**src/rtl/wbm_spi_cmd_pkg.sv**
```systemverilog
// Shared types and constants for the SPI-command Wishbone master.
package wbm_spi_cmd_pkg;

  typedef enum logic [1:0] {
    ST_IDLE = 2'd0,
    ST_DATA = 2'd1,
    ST_WB   = 2'd2
  } state_t;

  localparam int        CMD_WE_BIT = 7;
  localparam logic [7:0] ERR_BYTE  = 8'hFF;

endpackage

```
**src/rtl/wbm_spi_cmd_clock_domain_import.sv**
```systemverilog
// Importer for a req/ack toggle CDC handshake carrying one byte.
// Latency: byte_vld 2 cycles after req toggles; ack toggles on the cycle byte_vld & byte_rdy.
// Backpressure: while byte_rdy is low the ack is withheld and the exporter stalls.
module clock_domain_import (
  input  logic       clk,
  input  logic       rst_n,
  input  logic       req,
  input  logic [7:0] data,
  input  logic       byte_rdy,
  output logic       byte_vld,
  output logic [7:0] byte_dat,
  output logic       ack
);

  logic req_meta;
  logic req_s;

  // data is held stable by the exporter while req != ack, so no data sync is needed
  assign byte_vld = req_s ^ ack;
  assign byte_dat = data;

  always_ff @(posedge clk or negedge rst_n) begin
    if (!rst_n) begin
      req_meta <= 1'b0;
      req_s    <= 1'b0;
      ack      <= 1'b0;
    end else begin
      req_meta <= req;
      req_s    <= req_meta;
      if (byte_vld && byte_rdy) begin
        ack <= req_s;
      end
    end
  end

endmodule

```
**src/rtl/wbm_spi_cmd.sv**
```systemverilog
// SPI command byte(s) -> one classic Wishbone cycle; optional ack timeout via WBM_SPI_CMD_TIMEOUT_EN.
// Latency: cyc/stb 1 cycle after the consume cycle; tx_stb 1 cycle after wbm_ack.
// Backpressure: bytes are only consumed in IDLE/DATA; during a bus cycle the SPI side stalls.
module wbm_spi_cmd
  import wbm_spi_cmd_pkg::*;
#(
  parameter int ADDR_W  = 7,
  parameter int TIMEOUT = 255
) (
  input  logic              clk,
  input  logic              rst_n,
  input  logic              handshake_req,
  input  logic [7:0]        handshake_data,
  output logic              handshake_ack,
  input  logic              spi_csn,
  output logic              wbm_cyc,
  output logic              wbm_stb,
  output logic              wbm_we,
  output logic [ADDR_W-1:0] wbm_adr,
  output logic [7:0]        wbm_dat_o,
  input  logic [7:0]        wbm_dat_i,
  input  logic              wbm_ack,
  output logic [7:0]        tx_data,
  output logic              tx_stb
);

  if (ADDR_W < 1 || ADDR_W > 7 || TIMEOUT < 1) begin : g_param_check
    $error("wbm_spi_cmd: ADDR_W must be 1..7 and TIMEOUT at least 1");
  end

  state_t     state;
  logic       byte_vld;
  logic       byte_rdy;
  logic [7:0] byte_dat;
  logic [2:0] csn_sync;
  logic       frame_end;
  logic       drop_q;

`ifdef WBM_SPI_CMD_TIMEOUT_EN
  localparam int CNT_W = ($clog2(TIMEOUT + 1) > 8) ? $clog2(TIMEOUT + 1) : 8;
  logic [CNT_W-1:0] to_cnt;
`endif

  assign byte_rdy = (state == ST_IDLE) || (state == ST_DATA);

  clock_domain_import u_import (
    .clk      (clk),
    .rst_n    (rst_n),
    .req      (handshake_req),
    .data     (handshake_data),
    .byte_rdy (byte_rdy),
    .byte_vld (byte_vld),
    .byte_dat (byte_dat),
    .ack      (handshake_ack)
  );

  // Two sync flops plus one history flop; deselect (rising csn) ends the frame.
  always_ff @(posedge clk or negedge rst_n) begin
    if (!rst_n) begin
      csn_sync <= 3'b111;
    end else begin
      csn_sync <= {csn_sync[1:0], spi_csn};
    end
  end

  assign frame_end = csn_sync[1] & ~csn_sync[2];

  always_ff @(posedge clk or negedge rst_n) begin
    if (!rst_n) begin
      state     <= ST_IDLE;
      wbm_cyc   <= 1'b0;
      wbm_stb   <= 1'b0;
      wbm_we    <= 1'b0;
      wbm_adr   <= '0;
      wbm_dat_o <= 8'h00;
      tx_data   <= 8'h00;
      tx_stb    <= 1'b0;
      drop_q    <= 1'b0;
`ifdef WBM_SPI_CMD_TIMEOUT_EN
      to_cnt    <= '0;
`endif
    end else begin
      tx_stb <= 1'b0;
      case (state)
        ST_IDLE: begin
          if (byte_vld) begin
            wbm_adr <= byte_dat[ADDR_W-1:0];
            if (byte_dat[CMD_WE_BIT]) begin
              state <= ST_DATA;
            end else begin
              state   <= ST_WB;
              wbm_cyc <= 1'b1;
              wbm_stb <= 1'b1;
              wbm_we  <= 1'b0;
              drop_q  <= 1'b0;
`ifdef WBM_SPI_CMD_TIMEOUT_EN
              to_cnt  <= '0;
`endif
            end
          end
        end
        ST_DATA: begin
          // A deselect abandons the half command, even if a byte is consumed alongside it.
          if (frame_end) begin
            state <= ST_IDLE;
          end else if (byte_vld) begin
            wbm_dat_o <= byte_dat;
            state     <= ST_WB;
            wbm_cyc   <= 1'b1;
            wbm_stb   <= 1'b1;
            wbm_we    <= 1'b1;
            drop_q    <= 1'b0;
`ifdef WBM_SPI_CMD_TIMEOUT_EN
            to_cnt    <= '0;
`endif
          end
        end
        ST_WB: begin
          if (frame_end) begin
            drop_q <= 1'b1;
          end
          if (wbm_ack) begin
            state   <= ST_IDLE;
            wbm_cyc <= 1'b0;
            wbm_stb <= 1'b0;
            wbm_we  <= 1'b0;
            if (!wbm_we && !drop_q && !frame_end) begin
              tx_data <= wbm_dat_i;
              tx_stb  <= 1'b1;
            end
          end
`ifdef WBM_SPI_CMD_TIMEOUT_EN
          else if (to_cnt == CNT_W'(TIMEOUT - 1)) begin
            state   <= ST_IDLE;
            wbm_cyc <= 1'b0;
            wbm_stb <= 1'b0;
            wbm_we  <= 1'b0;
            if (!wbm_we && !drop_q && !frame_end) begin
              tx_data <= ERR_BYTE;
              tx_stb  <= 1'b1;
            end
          end else begin
            to_cnt <= to_cnt + 1'b1;
          end
`endif
        end
        default: begin
          state <= ST_IDLE;
        end
      endcase
    end
  end

endmodule

```
**config.mk**
```make
export PLATFORM = sky130hd
export DESIGN_NAME = wbm_spi_cmd
export DESIGN_NICKNAME = d
export VERILOG_FILES = /design/src/rtl/wbm_spi_cmd_pkg.sv /design/src/rtl/wbm_spi_cmd_clock_domain_import.sv /design/src/rtl/wbm_spi_cmd.sv
export SDC_FILE = /design/constraint.sdc
export NUM_CORES = 1
export LEC_CHECK = 0
export ABC_AREA = 1
export CAP_MARGIN = 20
export CORE_MARGIN = 2
export CORE_UTILIZATION = 48
export CTS_CLUSTER_SIZE = 16
export DETAILED_ROUTE_END_ITERATION = 8
export GPL_ROUTABILITY_DRIVEN = 0
export GPL_TIMING_DRIVEN = 0
export PLACE_DENSITY = 0.89
export SYNTH_ARGS = -nofsm -noshare
export SYNTH_HDL_FRONTEND = slang
export SYNTH_SLANG_ARGS = --single-unit
export TNS_END_PERCENT = 10
```
**constraint.sdc**
```tcl
create_clock -name clk -period 3.9 [get_ports clk]
set_clock_uncertainty 0.15 [all_clocks]
set_input_delay 0.39 -clock clk [delete_from_list [all_inputs] [get_ports clk]]
set_output_delay 0.39 -clock clk [all_outputs]
set_load 0.03 [all_outputs]
```
# Word level (Yosys, flattened, before mapping)

Index checks and enable logic that the tools add are counted.

Shift-type cells: 0
Eq/ne operators: 9
Multipliers: 0
Reduce and logical (&&, ||, !) cells: 15
Order comparisons: 0
Bitwise logic cells: 4
Multiplexer cells: 22
$add $sub $neg: 0
Div/mod/pow operators: 0

Operators by type and width:

| kind                                                   | count |
|---|---|
| 2-to-1 mux 1 bit                                       | 13 |
| AND reduction 6 bit                                    | 2 |
| 2-to-1 mux 2 bit                                       | 5 |
| case mux 1 bit (3 select lines)                        | 3 |
| AND reduction 3 bit                                    | 3 |
| inequality test 2 bit (second input constant)          | 4 |
| case mux 2 bit (3 select lines)                        | 1 |
| inequality test 2 x 1 -> 1 bit (second input constant) | 2 |
| logical AND 1 bit                                      | 3 |
| logical NOT 1 bit                                      | 3 |
| inequality test 3 x 2 -> 1 bit (second input constant) | 1 |
| nonzero test 3 bit                                     | 1 |
| equality test 2 x 1 -> 1 bit (second input constant)   | 1 |
| equality test 2 bit (second input constant)            | 1 |
| logical NOT 2 bit                                      | 1 |
| inverter 1 bit                                         | 2 |
| AND reduction 2 bit                                    | 1 |
| bitwise AND 1 bit                                      | 1 |
| logical OR 1 bit                                       | 1 |
| bitwise XOR 1 bit                                      | 1 |

Output and inout bits: 28
Bits in writable memories: 0
Word-level logic and storage cells: 62
Bits in latches: 0
Memories: 0
Bits in read-only memories: 0
Register bits: 35
Input port bits: 21

# Logic depth before layout (Yosys ltp)

Word-level depth: 7
Gate-level depth with buffers: 8
Mapped depth without buffers: 8

# Modules after synthesis

Synthesis repeated with hierarchy kept, for this count alone.

Cell total of the unflattened synthesis: 154
Area total of the unflattened synthesis: 1457.6 um^2

Modules (own cells, without submodules):

| module              | sequential area each (um^2) | area each (um^2) | times used | cells each |
|---|---|---|---|---|
| wbm_spi_cmd         | 804.5                       | 1288.7           | 1          | 134 |
| clock_domain_import | 75.1                        | 168.9            | 1          | 20 |

# Least setup slack after synthesis

No wires, ideal clock.

Kind: register to register
From: register u_import.ack
To: register wbm_dat_o[6]
Path buffers: 1
Setup time: 119 ps
Arrival: 1245 ps
Setup slack: 2387 ps
Required time: 3631 ps
Stages on the path, launching flop included: 9
Period minus slack after synthesis: 1513 ps
Cells stage by stage: dfrtp_1 inv_1 nand2_2 nand2_1 inv_2 nand3b_4 buf_6 nand2_1 o21ai_2

Longest elaborated chain between the ends: 2

RTL lines:

| item                          | line                                  | text |
|---|---|---|
| from (decl)                   | wbm_spi_cmd_clock_domain_import.sv:12 | `output logic ack` |
| from (signal assigned)        | wbm_spi_cmd_clock_domain_import.sv:31 | `ack <= req_s;` |
| bitwise XOR 1 bit             | wbm_spi_cmd_clock_domain_import.sv:19 | `assign byte_vld = req_s ^ ack;` |
| AND reduction 3 bit (no line) | n/a                                   |  |
| to (signal assigned)          | wbm_spi_cmd.sv:107                    | `wbm_dat_o <= byte_dat;` |
| to (decl)                     | wbm_spi_cmd.sv:20                     | `output logic [7:0] wbm_dat_o,` |

No other way between the ends.
A chain may end at the register's enable or synchronous reset.

# Worst setup path in the final report

From: register wbm_stb
To: output wbm_stb

RTL lines:

| item                   | line               | text |
|---|---|---|
| from (decl)            | wbm_spi_cmd.sv:17  | `output logic wbm_stb,` |
| from (signal assigned) | wbm_spi_cmd.sv:72  | `wbm_stb <= 1'b0;` |
| from (signal assigned) | wbm_spi_cmd.sv:93  | `wbm_stb <= 1'b1;` |
| from (signal assigned) | wbm_spi_cmd.sv:110 | `wbm_stb <= 1'b1;` |

No word-level cell between the ends.

==> impl_metrics.ini <==
[critical_path]
endpoint_kind = primary output
arrival_ns = 1.49
crit_type = reg2out
critical_path.max_fanout = 3
worstPathRequired_ns = 3.36
crit_start = wbm_stb
reg2reg_from = csn_sync[2]
cp-start-kind = flip-flop

[min_path]
min_from = csn_sync[0]
hp-class = reg2reg

[drt]
ant_nets = 0
wl_per_cell_um = 13.1
drc = 2
first_iter_violations = 48
num_vias = 1165
firstDrtPassIters = 6
wl_um = 3110
via_per_inst = 4.89

[die]
ios = 49
die_y_um = 58.8
placementRows = 19
die_area_sq_um = 3460
initial_core_util = 0.514
die-width_um = 58.8
core_area_sq_um = 2810

[final_layout]
fin_nets = 227
drive_gt1_frac = 0.159
synthToLayoutAreaGrowth_pct = 41.1
n_fill_cell = 214
finalCoreUtilization = 0.726
antenna_cells = 0

[power_and_ir_drop]
pwr-share-seq = 0.341
clkPwrFrac = 0.126
p_int_uw = 1000
power_frac_comb = 0.533
sw_frac_of_total = 0.435
p_sw_uw = 773
ir_drop_mv = 0.502
p_per_area_nw_per_um2 = 872
p_leak_uw = 0.00102

[clock_network]
cts_tree = done
clk_latency_ns = 0.34
ctsResizeCount = 0
cts_buffers = 5
clkTransAtPathRegs_ns = 0.11
root_buffer = clkbuf_4
cts-htree-levels = 2
cts.sinks = 35
clockBufferDepth = 2

[synth]
ys_ff_latch = 35
yosysTopAreaCell = dfrtp_1
netlist_instances = 150
synth_area_sq_um = 1440
synth_top_cell_area_share = 0.555
ys.warnings.count = 0
synth_area_leaders = dfrtp_1, nand2_1, dfstp_2, o21ai_2, inv_1
syn_avg_cell_area_sq_um = 9.62
synth_cell_type_count = 20
synth_fp_nets = 171
seq_area_frac_synth = 0.610

[grt]
antenna_found_initial = 0
grt_pass1_vias = 1155
grt_pass1_wl_um = 5110
overflow = 0
track_usage = 0.203
grt_max_degree = 36

[placement]
hpwlAfterDp_um = 2360
place_ws_ns = 2.16
io_buffer_count = 48

[sta]
finalCriticalPeriod_ns = 2.03
rsz0062_at_grt = no
fmax_ghz = 0.492
slew_viol_final = 0
tightestPinTransition_ns = 0.743
fin_tns_setup_ns = 0
period_share = 0.522
hold_viol = 0
setup_viol = 0
setup_slack_ns = 1.87
maxSlewHeadroom = 0.505

[flow_run]
cap_viol_max_count = 0

[run_status]
violations = design-rule violations
status = finished, violations left
[metal layers]
metal,vias up,GRT usage,part of all wire
li1,575,-,-
met1,541,0.236,0.41
met2,40,0.338,0.51
met3,9,0.0681,0.055
met4,0,0.0974,0.029
met5,-,0,0
[power groups by stage]
stage | logic (uW) | clock network, uW | registers, uW
after global placement | 923 | 0 | 599
after floorplan | 322 | 0 | 859
after CTS | 955 | 228 | 605
after global routing | 1020 | 242 | 623
after detailed placement | 953 | 0 | 610
final | 947 | 223 | 605
[cells in the mapped netlist (all sizes together)]
cell    count
nand3       5
nand4       1
nor2        6
nand3b      1
buf         3
nand2      64
o21ai      17
inv        16
clkinv      1
dfrtp      32
or2         1
dfstp       3
[logic make-up (layout without fill, tap and decap cells)]
logic type / Yosys count / count (layout) / share of synthesized area
and+or+nand+nor: 78 / 78 / 0.245
DFF: 35 / 35 / 0.610
buffers and inverters: 20 / 77 / 0.0659
AOI/OAI and AO/OA: 17 / 17 / 0.0798
[metrics by stage]
stage	total power [uW]	instances	hold slack [ns]	instance area, sq um
after floorplan	1180	150	-0.0556	1440
after global placement	1520	229	0.191	1960
after detailed placement	1560	229	0.198	1960
after CTS	1790	238	0.216	2040
after global routing	1880	238	0.219	2040
final	1770	238	0.213	2040
[final timing paths]
kind / slack, ns / cells past startpoint / endpoint
worst max-delay path: 1.87 / 2 / wbm_stb
worst min-delay path: 0.21 / 0 / csn_sync[1]
worst max register to register: 2.32 / 8 / tx_data[7]
worst min register to register: 0.21 / 0 / csn_sync[1]
max in group asynchronous: 2.63 / 2 / wbm_adr[2]
min in group asynchronous: 0.49 / 2 / u_import.ack
[sequential cells by signal, summed over array words and instances, names as in the netlist, 2 cells and up]
register,cells
csn_sync,3
state,2
wbm_adr,7
wbm_dat_o,8
tx_data,8
[placed cells by master (no fill, tap or decap)]
cell / instances
nand2_1: 60
buf_2: 1
nor2_2: 1
o21ai_1: 7
dlygate4sd3_1: 1
clkbuf_1: 1
buf_4: 1
nor2_1: 4
inv_1: 14
clkdlybuf4s50_1: 47
dfstp_2: 3
nand2_2: 4
o21ai_0: 2
nand4_1: 1
or2_1: 1
dfrtp_1: 32
buf_6: 2
o21ai_2: 8
clkinv_2: 1
nand3_1: 4
nor2_4: 1
nand3_4: 1
clkbuf_8: 2
clkbuf_4: 5
nand3b_4: 1
inv_2: 2
[cell type report]
class / count / area (sq um) / share of cell area
plain buffers: 3 / 30.0 / 0.0148
inverters: 17 / 65.1 / 0.0320
multi-input cells: 95 / 468 / 0.230
well taps: 31 / 38.8 / 0.0191
clock buffers: 8 / 68.8 / 0.0338
flip-flops and latches: 35 / 880 / 0.432
repair buffers: 49 / 485 / 0.238
[critical path: stages, from the launching register on]
cell and delay [ns]:
dfrtp_1 0.39, buf_4 0.11, clkdlybuf4s50_1 0.65
[what timing repair did]
item,in CTS,in global routing
endpoints found under the hold margin,32,0
setup buffers,0,0
hold buffers,1,0
No activity file was read; power rests on OpenSTA's default activity.
